File: src/rtl/iso14443a_pcd_miller_tx_pkg.sv
// Shared types and constants for the ISO/IEC 14443-2 Type A PCD modified-Miller transmitter.
package iso14443a_pcd_miller_tx_pkg;

  localparam int BIT_PERIOD_TICKS = 128;
  localparam int HALF_BIT_TICKS   = 64;

  typedef enum logic [1:0] {MILLER_X, MILLER_Y, MILLER_Z} MillerSeq;

  typedef enum logic [2:0] {
    ST_IDLE,
    ST_SOC,
    ST_DATA,
    ST_EOC0,
    ST_EOCY,
    ST_GUARD
  } tx_state_e;

  // Sequence for a data bit: a 1 is always X; a 0 is Z after SOC or another 0, Y after a 1.
  function automatic MillerSeq data_seq(input logic data_bit, input logic prev_zero);
    if (data_bit) return MILLER_X;
    return prev_zero ? MILLER_Z : MILLER_Y;
  endfunction

endpackage

File: src/rtl/iso14443a_pcd_miller_tx_if.sv
// Bit-stream handshake and modulator-side outputs of the PCD Miller transmitter.
interface iso14443a_pcd_miller_tx_if;
  logic in_bit;
  logic in_last;
  logic in_valid;
  logic in_ready;
  logic pause_n_out;
  logic busy;
  logic frame_done;
  logic underrun;

  modport master (
    output in_bit, in_last, in_valid,
    input  in_ready, pause_n_out, busy, frame_done, underrun
  );

  modport slave (
    input  in_bit, in_last, in_valid,
    output in_ready, pause_n_out, busy, frame_done, underrun
  );
endinterface

File: src/rtl/iso14443a_miller_pause_gen.sv
// Maps the current Miller sequence and bit tick to the pause envelope (0 = carrier paused).
module iso14443a_miller_pause_gen
  import iso14443a_pcd_miller_tx_pkg::*;
#(
  parameter int PAUSE_TICKS = 32
) (
  input  MillerSeq   seq,
  input  logic [6:0] tick,
  output logic       pause_n
);

  localparam logic [6:0] PAUSE_LEN = 7'(PAUSE_TICKS);
  localparam logic [6:0] HALF      = 7'(HALF_BIT_TICKS);

  // Z pauses at the start of the bit, X at mid-bit, Y never.
  always_comb begin
    pause_n = 1'b1;
    case (seq)
      MILLER_Z: pause_n = !(tick < PAUSE_LEN);
      MILLER_X: pause_n = !((tick >= HALF) && ((tick - HALF) < PAUSE_LEN));
      default:  pause_n = 1'b1;
    endcase
  end

endmodule

File: src/rtl/iso14443a_pcd_miller_tx.sv
// ISO/IEC 14443-2 Type A PCD transmitter, 106 kbit/s: bit stream (LSB first) to modified-Miller
// pause envelope. Optional post-frame guard time is enabled by defining ISO14443A_PCD_GUARD_TIME_EN.
module iso14443a_pcd_miller_tx
  import iso14443a_pcd_miller_tx_pkg::*;
#(
  parameter int PAUSE_TICKS = 32,
  parameter int GUARD_TICKS = 1172
) (
  input  logic                        clk,
  input  logic                        rst,
  iso14443a_pcd_miller_tx_if.slave    bus
);

  localparam int              GW         = $clog2(GUARD_TICKS + 1);
  localparam logic [6:0]      TICK_LAST  = 7'(BIT_PERIOD_TICKS - 1);
  // GUARD lasts GUARD_TICKS-1 cycles; the single IDLE accept cycle completes the idle gap.
  localparam logic [GW-1:0]   GUARD_LOAD = GW'(GUARD_TICKS - 2);

  tx_state_e        state, state_nx;
  logic [6:0]       tick, tick_nx;
  MillerSeq         seq, seq_nx;
  logic             prev_zero, prev_zero_nx;
  logic             data_bit, data_bit_nx;
  logic             data_last, data_last_nx;
  logic [GW-1:0]    guard_cnt, guard_cnt_nx;
  logic             in_ready_q, in_ready_nx;
  logic             pause_n_q, pause_n_nx;
  logic             busy_q, busy_nx;
  logic             frame_done_q, frame_done_nx;
  logic             underrun_q, underrun_nx;
  logic             accept, wrap;

  assign accept = bus.in_valid && in_ready_q;
  assign wrap   = (tick == TICK_LAST);

  iso14443a_miller_pause_gen #(.PAUSE_TICKS(PAUSE_TICKS)) u_pause_gen (
    .seq     (seq_nx),
    .tick    (tick_nx),
    .pause_n (pause_n_nx)
  );

  // Next-state, sequence selection and registered-output values for the coming cycle.
  always_comb begin
    state_nx     = state;
    tick_nx      = 7'd0;
    seq_nx       = seq;
    prev_zero_nx = prev_zero;
    data_bit_nx  = data_bit;
    data_last_nx = data_last;
    guard_cnt_nx = guard_cnt;
    underrun_nx  = 1'b0;
    case (state)
      ST_IDLE: begin
        seq_nx = MILLER_Y;
        if (accept) begin
          data_bit_nx  = bus.in_bit;
          data_last_nx = bus.in_last;
          prev_zero_nx = 1'b1;
          state_nx     = ST_SOC;
          seq_nx       = MILLER_Z;
        end
      end
      ST_SOC: begin
        tick_nx = tick + 7'd1;
        if (wrap) begin
          state_nx     = ST_DATA;
          seq_nx       = data_seq(data_bit, prev_zero);
          prev_zero_nx = !data_bit;
        end
      end
      ST_DATA: begin
        tick_nx = tick + 7'd1;
        if (wrap) begin
          if (accept) begin
            data_bit_nx  = bus.in_bit;
            data_last_nx = bus.in_last;
            seq_nx       = data_seq(bus.in_bit, prev_zero);
            prev_zero_nx = !bus.in_bit;
          end else begin
            // Either the frame ended normally or the source starved us; both close with EOC.
            underrun_nx = !data_last;
            state_nx    = ST_EOC0;
            seq_nx      = data_seq(1'b0, prev_zero);
          end
        end
      end
      ST_EOC0: begin
        tick_nx = tick + 7'd1;
        if (wrap) begin
          state_nx = ST_EOCY;
          seq_nx   = MILLER_Y;
        end
      end
      ST_EOCY: begin
        tick_nx = tick + 7'd1;
        if (wrap) begin
          seq_nx = MILLER_Y;
`ifdef ISO14443A_PCD_GUARD_TIME_EN
          state_nx     = ST_GUARD;
          guard_cnt_nx = GUARD_LOAD;
`else
          state_nx = ST_IDLE;
`endif
        end
      end
      ST_GUARD: begin
        seq_nx = MILLER_Y;
        if (guard_cnt == '0) state_nx = ST_IDLE;
        else guard_cnt_nx = guard_cnt - GW'(1);
      end
      default: state_nx = ST_IDLE;
    endcase
    in_ready_nx   = (state_nx == ST_IDLE) ||
                    ((state_nx == ST_DATA) && (tick_nx == TICK_LAST) && !data_last_nx);
    busy_nx       = (state_nx != ST_IDLE);
    frame_done_nx = (state_nx == ST_EOCY) && (tick_nx == TICK_LAST);
  end

  // Control state and registered outputs; reset forces carrier on immediately.
  always_ff @(posedge clk) begin
    if (rst) begin
      state        <= ST_IDLE;
      tick         <= 7'd0;
      seq          <= MILLER_Y;
      prev_zero    <= 1'b0;
      guard_cnt    <= '0;
      in_ready_q   <= 1'b0;
      pause_n_q    <= 1'b1;
      busy_q       <= 1'b0;
      frame_done_q <= 1'b0;
      underrun_q   <= 1'b0;
    end else begin
      state        <= state_nx;
      tick         <= tick_nx;
      seq          <= seq_nx;
      prev_zero    <= prev_zero_nx;
      guard_cnt    <= guard_cnt_nx;
      in_ready_q   <= in_ready_nx;
      pause_n_q    <= pause_n_nx;
      busy_q       <= busy_nx;
      frame_done_q <= frame_done_nx;
      underrun_q   <= underrun_nx;
    end
  end

  // Stored bit and last flag; only meaningful while a frame is active, so no reset.
  always_ff @(posedge clk) begin
    data_bit  <= data_bit_nx;
    data_last <= data_last_nx;
  end

  assign bus.in_ready    = in_ready_q;
  assign bus.pause_n_out = pause_n_q;
  assign bus.busy        = busy_q;
  assign bus.frame_done  = frame_done_q;
  assign bus.underrun    = underrun_q;

endmodule

File: src/flat_wrapper.sv
// flat-port wrapper written by rule: the top's interface ports become plain ports
module iso14443a_pcd_miller_tx_flat import iso14443a_pcd_miller_tx_pkg::*;
#(
  parameter int PAUSE_TICKS = 32,
  parameter int GUARD_TICKS = 1172
)
  (clk, rst, bus_in_bit, bus_in_last, bus_in_valid, bus_in_ready, bus_pause_n_out, bus_busy, bus_frame_done, bus_underrun);
  iso14443a_pcd_miller_tx_if bus_i ();
  input  logic clk;
  input  logic rst;
  input wire logic [$bits(bus_i.in_bit)-1:0] bus_in_bit;
  input wire logic [$bits(bus_i.in_last)-1:0] bus_in_last;
  input wire logic [$bits(bus_i.in_valid)-1:0] bus_in_valid;
  output wire logic [$bits(bus_i.in_ready)-1:0] bus_in_ready;
  output wire logic [$bits(bus_i.pause_n_out)-1:0] bus_pause_n_out;
  output wire logic [$bits(bus_i.busy)-1:0] bus_busy;
  output wire logic [$bits(bus_i.frame_done)-1:0] bus_frame_done;
  output wire logic [$bits(bus_i.underrun)-1:0] bus_underrun;
  assign bus_i.in_bit = bus_in_bit;
  assign bus_i.in_last = bus_in_last;
  assign bus_i.in_valid = bus_in_valid;
  assign bus_in_ready = bus_i.in_ready;
  assign bus_pause_n_out = bus_i.pause_n_out;
  assign bus_busy = bus_i.busy;
  assign bus_frame_done = bus_i.frame_done;
  assign bus_underrun = bus_i.underrun;
  iso14443a_pcd_miller_tx #(.PAUSE_TICKS(PAUSE_TICKS), .GUARD_TICKS(GUARD_TICKS)) u_core (.clk(clk), .rst(rst), .bus(bus_i));
endmodule
File: config.mk
export PLATFORM = sky130hd
export DESIGN_NAME = iso14443a_pcd_miller_tx_flat
export DESIGN_NICKNAME = d
export VERILOG_FILES = /design/src/rtl/iso14443a_pcd_miller_tx_pkg.sv /design/src/rtl/iso14443a_pcd_miller_tx_if.sv /design/src/rtl/iso14443a_miller_pause_gen.sv /design/src/rtl/iso14443a_pcd_miller_tx.sv /design/src/flat_wrapper.sv
export SDC_FILE = /design/constraint.sdc
export NUM_CORES = 1
export LEC_CHECK = 0
export ABC_AREA = 1
export BUFFER_PORTS_ARGS = -buffer_cell sky130_fd_sc_hd__buf_2
export CAP_MARGIN = 20
export CORE_MARGIN = 1.5
export CORE_UTILIZATION = 39
export CTS_CLUSTER_DIAMETER = 60
export CTS_CLUSTER_SIZE = 10
export DETAILED_ROUTE_END_ITERATION = 8
export GPL_TIMING_DRIVEN = 0
export HOLD_SLACK_MARGIN = 0.03
export SYNTH_ARGS = -nofsm -noshare
export SYNTH_HDL_FRONTEND = slang
export SYNTH_SLANG_ARGS = --single-unit
File: constraint.sdc
create_clock -name clk -period 2.1 [get_ports clk]
set_input_delay 0.21 -clock clk [delete_from_list [all_inputs] [get_ports clk]]
set_output_delay 0.21 -clock clk [all_outputs]
set_load 0.005 [all_outputs]
==> results of run 1 <==
==> placed cells by master (no fill, tap or decap), types with 2 or more instances in the layout <==
master | synthesis | layout
a21oi_1 | 13 | 13
a21oi_2 | 2 | 2
a31oi_1 | 2 | 2
buf_2 | 0 | 8
clkbuf_1 | 2 | 4
clkbuf_8 | 0 | 5
dfxtp_1 | 30 | 30
ha_1 | 2 | 2
inv_1 | 23 | 23
inv_2 | 5 | 5
nand2_1 | 60 | 60
nand2_2 | 3 | 3
nand3_1 | 20 | 20
nand3_2 | 3 | 3
nand3_4 | 2 | 2
nand3b_1 | 2 | 2
nand4_1 | 3 | 3
nor2_1 | 31 | 31
nor2_2 | 5 | 5
nor2_4 | 2 | 2
nor3_1 | 5 | 5
o21ai_0 | 7 | 7
xor2_1 | 5 | 5
==> stage by stage <==
stage	power (mW)	hold WS (ns)	cells	utilization
6_report	1.164	0.1341	303	0.4561
2_1_floorplan	0.7159	0.3089	238	-
4_1_cts	1.180	0.1243	303	0.4561
3_3_place_gp	0.7438	0.4194	296	0.4372
5_1_grt	1.221	0.1367	303	0.4561
3_5_place_dp	0.7437	0.4222	296	0.4372
==> power by group through the flow <==
stage / clock network (mW) / registers (mW) / logic (mW)
6_report: 0.433 / 0.622 / 0.109
5_1_grt: 0.468 / 0.625 / 0.128
4_1_cts: 0.448 / 0.622 / 0.110
3_5_place_dp: 0 / 0.635 / 0.109
3_3_place_gp: 0 / 0.635 / 0.109
2_1_floorplan: 0 / 0.634 / 0.0820
==> worst max-delay path by stage <==
stage | startpoint | endpoint | slack, ns | cells after the start
finish | u_core.guard_cnt[0] | u_core.bus.frame_done | 0.31 | 10
global route | u_core.guard_cnt[0] | u_core.bus.in_ready | 0.08 | 10
CTS | u_core.guard_cnt[0] | u_core.bus.frame_done | 0.29 | 10
detailed placement | u_core.guard_cnt[0] | u_core.bus.frame_done | 0.31 | 10
global placement | u_core.guard_cnt[0] | u_core.bus.frame_done | 0.32 | 10
floorplan | u_core.guard_cnt[0] | u_core.bus.frame_done | 0.55 | 10
==> registers in the layout (all words and copies together), names as in the netlist, 2 cells and up <==
signal,cells
u_core.state,3
u_core.seq,2
u_core.tick,7
u_core.guard_cnt,11
==> layout make-up <==
cell class | instances | area (sq um) | share of cell area
timing repair buffer | 8 | 40.04 | 0.02164
tap | 50 | 62.56 | 0.03381
sequential | 31 | 630.6 | 0.3408
multi-input combinational | 174 | 907.1 | 0.4902
clock buffer | 7 | 76.32 | 0.04124
inverter | 30 | 115.1 | 0.06220
buffer | 3 | 18.77 | 0.01014
==> metal layers <==
| metal | track usage | up-vias | wire length, microns |
|---|---|---|---|
| li1 | - | 791 | - |
| met1 | 0.2306 | 637 | 1735 |
| met2 | 0.2776 | 19 | 1421 |
| met3 | 0.03454 | 8 | 118 |
| met4 | 0.08250 | 0 | 75 |
| met5 | 0 | - | 0 |
==> critical path: cells and delay by family (launching register included) <==
kind	cells	cell delay (ns)
and+or+nand+nor	7	0.94
DFF	1	0.33
adders and majority gates	1	0.22
buffers and inverters	2	0.21
==> cell families after synthesis <==
logic type,Yosys count
buffers and inverters,33
adders and majority gates,2
AOI/OAI and AO/OA,27
DFF,31
and+or+nand+nor,139
xor gates and xnor gates,6
==> impl_metrics.ini, run 1 <==
[status]
status = complete, no violations

[floorplanning]
die_y_microns = 68.47
die_w_microns = 68.47
io-pin-count = 10
core-area_sq_um = 4058
initial_core_util = 0.4120
fp.dieArea_sq_um = 4688
row_count = 23

[timing]
worst_pin_slew_ns = 0.5121
rsz0062_at_grt = false
maxSlewViolCount = 0
setup_viol = 0
timing.setup.tns_ns = 0
period_share = 0.8540
hold_violations = 0
fmaxAchievable_mhz = 557.6
fin_crit_ns = 1.793
finClkSkew_ns = 0.007783
worst_slack_ns = 0.3065
slew_headroom = 0.6586

[min_path]
holdPathEnd = u_core.data_bit
min_path_type = in -> reg
whs_path_depth = 1
hold_path_startpoint = bus_in_bit

[power]
power_density_nw_per_um2 = 629.1
intPower_uw = 877.5
p_switching_uw = 286.8
leakage_nw = 0.8466
p_comb_frac = 0.094
clockPowerShare = 0.372
swShare = 0.2463
pwr-share-seq = 0.534
vdd_ir_drop_max_uv = 325.2

[clocking]
cts_tree = built
clk_latency_ns = 0.28
postCtsSetupRepairBufs = 0
clk_pin_slew_ns = 0.07
h-tree-depth = 2
cts_buffers = 5
cts.path.max_buffers = 2
cts_root_buffer = clkbuf_8
cts.sinks = 31
hold_buffers = 0
cts_resized = 0

[synthesis]
synth_edf_count = 1
synth_adder_area_share = 0.01497
syn_inst = 238
netlist_top_cells_count = 60 x nand2_1, 31 x nor2_1, 30 x dfxtp_1, 23 x inv_1, 20 x nand3_1
synth.distinct_cells = 32
yosysMostFrequentCell = nand2_1
synthSimpleGateAreaFrac = 0.4042
syn_area_sq_um = 1672
syn_nets = 245
synth_top_area_frac = 0.3593
synthArstFlopShare = 0
synthMuxAreaShare = 0
ys.flop_type = dfxtp_1
synth_area_leaders = dfxtp_1 36%, nand2_1 13%, nor2_1 7.0%, nand3_1 6.0%, inv_1 5.2%
syn-mean-instance-area_sq_um = 7.024
synth_top_area_cell = dfxtp_1
synth_top_family_by_area = simple AND/OR/NAND/NOR gates
synth_xor_area_frac = 0.03144
synth-compound-area-share = 0.09207
ys_ff_latch = 31
ys_seq_area_frac = 0.3772
ys_warn_count = 0

[global_route]
grt_max_degree = 11
grt_usage = 0.1765
grt_pass1_vias = 1427
grt_pass1_wl_mm = 6.106
grt.overflow.total = 0
antenna_found_initial = 0

[layout]
fin_area_sq_um = 1851
fill_cells = 436
antenna_cells = 0
syn_to_final_growth_pct = 10.70
layout-drive-gt1-share = 0.1581
fin_nets = 260

[worst_setup_path]
critPathKind = reg -> reg
r2r_setup_slack_ns = 0.31
crit_arrival_ns = 1.96
cp_max_fo = 8
path_cells = inv_1 > ha_1 > nand3_1 > nor2_4 > nand2_1 > nand2_4 > inv_2 > nor2_2 > nor2_2 > and3_1
critPathMaxStageDelay_ns = 0.33
crit_required_ns = 2.27
cp_slowest_cell = dfxtp_1
cp-end-kind = register
start_kind = register
r2r-end = u_core.bus.frame_done
reg2reg_from = u_core.guard_cnt[0]
cpMostUsedCell = nor2_2
reg2reg_depth = 10

[place]
place.port_buffers = 8
dp_hpwl_mm = 2.557
dpl-instance-area_sq_um = 1774
pre_cts_ws_ns = 0.3096
routabilityCongestion = 0.7774

[drt]
drt_iter0_markers = 72
wire_per_inst_microns = 11.06
avgViaCountPerCell = 4.802
num_vias = 1455
route.detailed.drc = 0
postRouteAntennaNets = 0
routed_wl_mm = 3.350
drtPass1Iterations = 4

[job]
drv_cap = 0
(Power assumes the default switching activity.)
==> inputs of run 2 (changes only) <==
--- a/config.mk
+++ b/config.mk
@@ -8,6 +8,8 @@
 export ABC_AREA = 1
 export BUFFER_PORTS_ARGS = -buffer_cell sky130_fd_sc_hd__buf_2
 export CAP_MARGIN = 20
+export CELL_PAD_IN_SITES_DETAIL_PLACEMENT = 0
+export CELL_PAD_IN_SITES_GLOBAL_PLACEMENT = 1
 export CORE_MARGIN = 1.5
 export CORE_UTILIZATION = 39
 export CTS_CLUSTER_DIAMETER = 60
@@ -15,6 +17,9 @@
 export DETAILED_ROUTE_END_ITERATION = 8
 export GPL_TIMING_DRIVEN = 0
 export HOLD_SLACK_MARGIN = 0.03
+export PLACE_DENSITY_LB_ADDON = 0.1
+export SLEW_MARGIN = 40
 export SYNTH_ARGS = -nofsm -noshare
 export SYNTH_HDL_FRONTEND = slang
+export SYNTH_HIERARCHICAL = 1
 export SYNTH_SLANG_ARGS = --single-unit
==> impl_metrics.ini, run 2 <==
[clocking]
cts.sinks = 31
clk_latency_ns = 0.29
clk_pin_slew_ns = 0.06
h-tree-depth = 2
cts_root_buffer = clkbuf_8
cts_tree = built
cts_buffers = 5
cts.path.max_buffers = 2

[drt]
num_vias = 1486
wire_per_inst_microns = 11.66
drt_iter0_markers = 63
route.detailed.drc = 0
postRouteAntennaNets = 0
avgViaCountPerCell = 4.825
routed_wl_mm = 3.592
drtPass1Iterations = 4

[floorplanning]
io-pin-count = 10
row_count = 23
die_y_microns = 68.89
fp.dieArea_sq_um = 4745
core-area_sq_um = 4086
initial_core_util = 0.4143
die_w_microns = 68.89

[layout]
final_core_util = 0.4593
largest_reg_flops = 11
antenna_cells = 0
final_common_cell = nand2_1
layout-drive-gt1-share = 0.1667
final_cell_mix = 51 x nand2_1, 32 x inv_1, 29 x dfxtp_1
fill_cells = 441
regMostFlops = u_core/guard_cnt
syn_to_final_growth_pct = 10.86
fin_nets = 267
fin_area_sq_um = 1877
fin_cells = 308
reg.largest.list = u_core/guard_cnt x11, u_core/tick x7, u_core/state x3

[worst_setup_path]
r2r_setup_slack_ns = 0.24
cp-startpoint = u_core/state[2]
reg2reg_from = u_core/state[2]
start_kind = register
reg2reg_depth = 10
crit_buf_inv = 1
cp_max_fo = 7
cp-endpoint = u_core/bus.pause_n_out
critPathMaxStageDelay_ns = 0.46
path_depth = 10
path_cells = inv_2 > nand3_1 > nand2_1 > nor2_4 > nor2_4 > o21ai_1 > nand3_1 > nand2_1 > nand3_1 > or2_2
crit_arrival_ns = 2.03
cp_slowest_cell = dfxtp_1
crit_required_ns = 2.27
cp-end-kind = register
path_delay_family = simple AND/OR/NAND/NOR gates
critPathKind = reg -> reg
cpMostUsedCell = nand3_1
r2r-end = u_core/bus.pause_n_out

[place]
routabilityCongestion = 0.8104
dp_hpwl_mm = 2.655
dpl-instance-area_sq_um = 1800
place.port_buffers = 9
dp_cells = 302

[global_route]
grt_usage = 0.1771
grt_pass1_wl_mm = 6.016
grt_max_degree = 11
grt.overflow.total = 0
grt_pass1_vias = 1317
antenna_found_initial = 0

[job]
drv_cap = 0

[timing]
maxSlewViolCount = 0
setup_viol = 0
worst_pin_slew_ns = 0.6359
period_share = 0.8843
slew_headroom = 0.5752
rsz0062_at_grt = false
timing.setup.tns_ns = 0
finClkSkew_ns = 0.005314
hold_violations = 0
fin_crit_ns = 1.857
fmaxAchievable_mhz = 538.5

[power]
power_density_nw_per_um2 = 620.0
vdd_ir_drop_max_uv = 394.2
leakage_nw = 0.8947

[synthesis]
syn-mean-instance-area_sq_um = 6.967
syn_area_sq_um = 1693
syn_nets = 251
ys_warn_count = 6
syn_inst = 243

[status]
status = complete, no violations

[min_path]
min_path_type = in -> reg
==> run 2: cell types whose count changed in the layout (fill, tap and decap cells not counted), moves of 3 or more <==
cell	before	now
a21oi_1	13	8
inv_1	23	32
nand2_1	60	51
nand4_1	3	8
nor2_1	31	28
nor3_1	5	10
o21bai_1	0	4
or2_2	0	3
==> run 2: power by group <==
group | total, mW | switching, mW | internal, mW
Sequential | 0.616 | 0.00596 | 0.610
Combinational | 0.111 | 0.0714 | 0.0395
Clock | 0.436 | 0.216 | 0.221
Total | 1.16 | 0.293 | 0.870
==> run 2: worst min-delay path by stage <==
stage | depth (start not counted) | startpoint | end | slack (ns)
6_report | 1 | bus_in_bit | u_core/data_bit | 0.11
5_1_grt | 1 | bus_in_bit | u_core/data_bit | 0.1
2_1_floorplan | 0 | bus_in_bit | u_core/data_bit | 0.31
3_5_place_dp | 1 | bus_in_bit | u_core/data_bit | 0.40
4_1_cts | 1 | bus_in_bit | u_core/data_bit | 0.1
3_3_place_gp | 1 | bus_in_bit | u_core/data_bit | 0.40
==> run 2: layout make-up <==
| cell class | instances | area, sq um | share of cell area |
|---|---|---|---|
| multi-input combinational | 170 | 898.4 | 0.4787 |
| clock buffer | 6 | 72.57 | 0.03867 |
| inverter | 38 | 142.6 | 0.07600 |
| sequential | 31 | 631.9 | 0.3367 |
| buffer | 4 | 23.77 | 0.01267 |
| tap | 50 | 62.56 | 0.03333 |
| timing repair buffer | 9 | 45.04 | 0.02400 |
==> run 2: what timing repair did <==
item,in CTS,in global routing
resized for setup,0,2
hold buffers,0,0
setup buffers,0,0
setup endpoints to repair,0,1
==> run 2: worst register-to-register path, stage by stage, from the launching register on <==
cell	delay (ns)
dfxtp_1	0.46
inv_2	0.11
nand3_1	0.10
nand2_1	0.13
nor2_4	0.21
nor2_4	0.05
o21ai_1	0.16
nand3_1	0.12
nand2_1	0.08
nand3_1	0.07
or2_2	0.27
==> run 2: stage by stage <==
step	hold WS, ns	power [mW]	worst slack (ns)
4_1_cts	0.09813	1.184	0.1326
3_3_place_gp	0.4023	0.7424	0.1297
3_5_place_dp	0.4016	0.7406	0.1500
5_1_grt	0.09844	1.220	0.001889
2_1_floorplan	0.3089	0.7124	0.3517
6_report	0.1082	1.164	0.2429
==> run 2: routing by layer <==
metal | GRT usage | vias up | part of all wire
li1 | - | 810 | -
met1 | 0.2475 | 657 | 0.54
met2 | 0.2512 | 14 | 0.41
met3 | 0.05357 | 5 | 0.029
met5 | 0 | - | 0
met4 | 0.07353 | 0 | 0.018
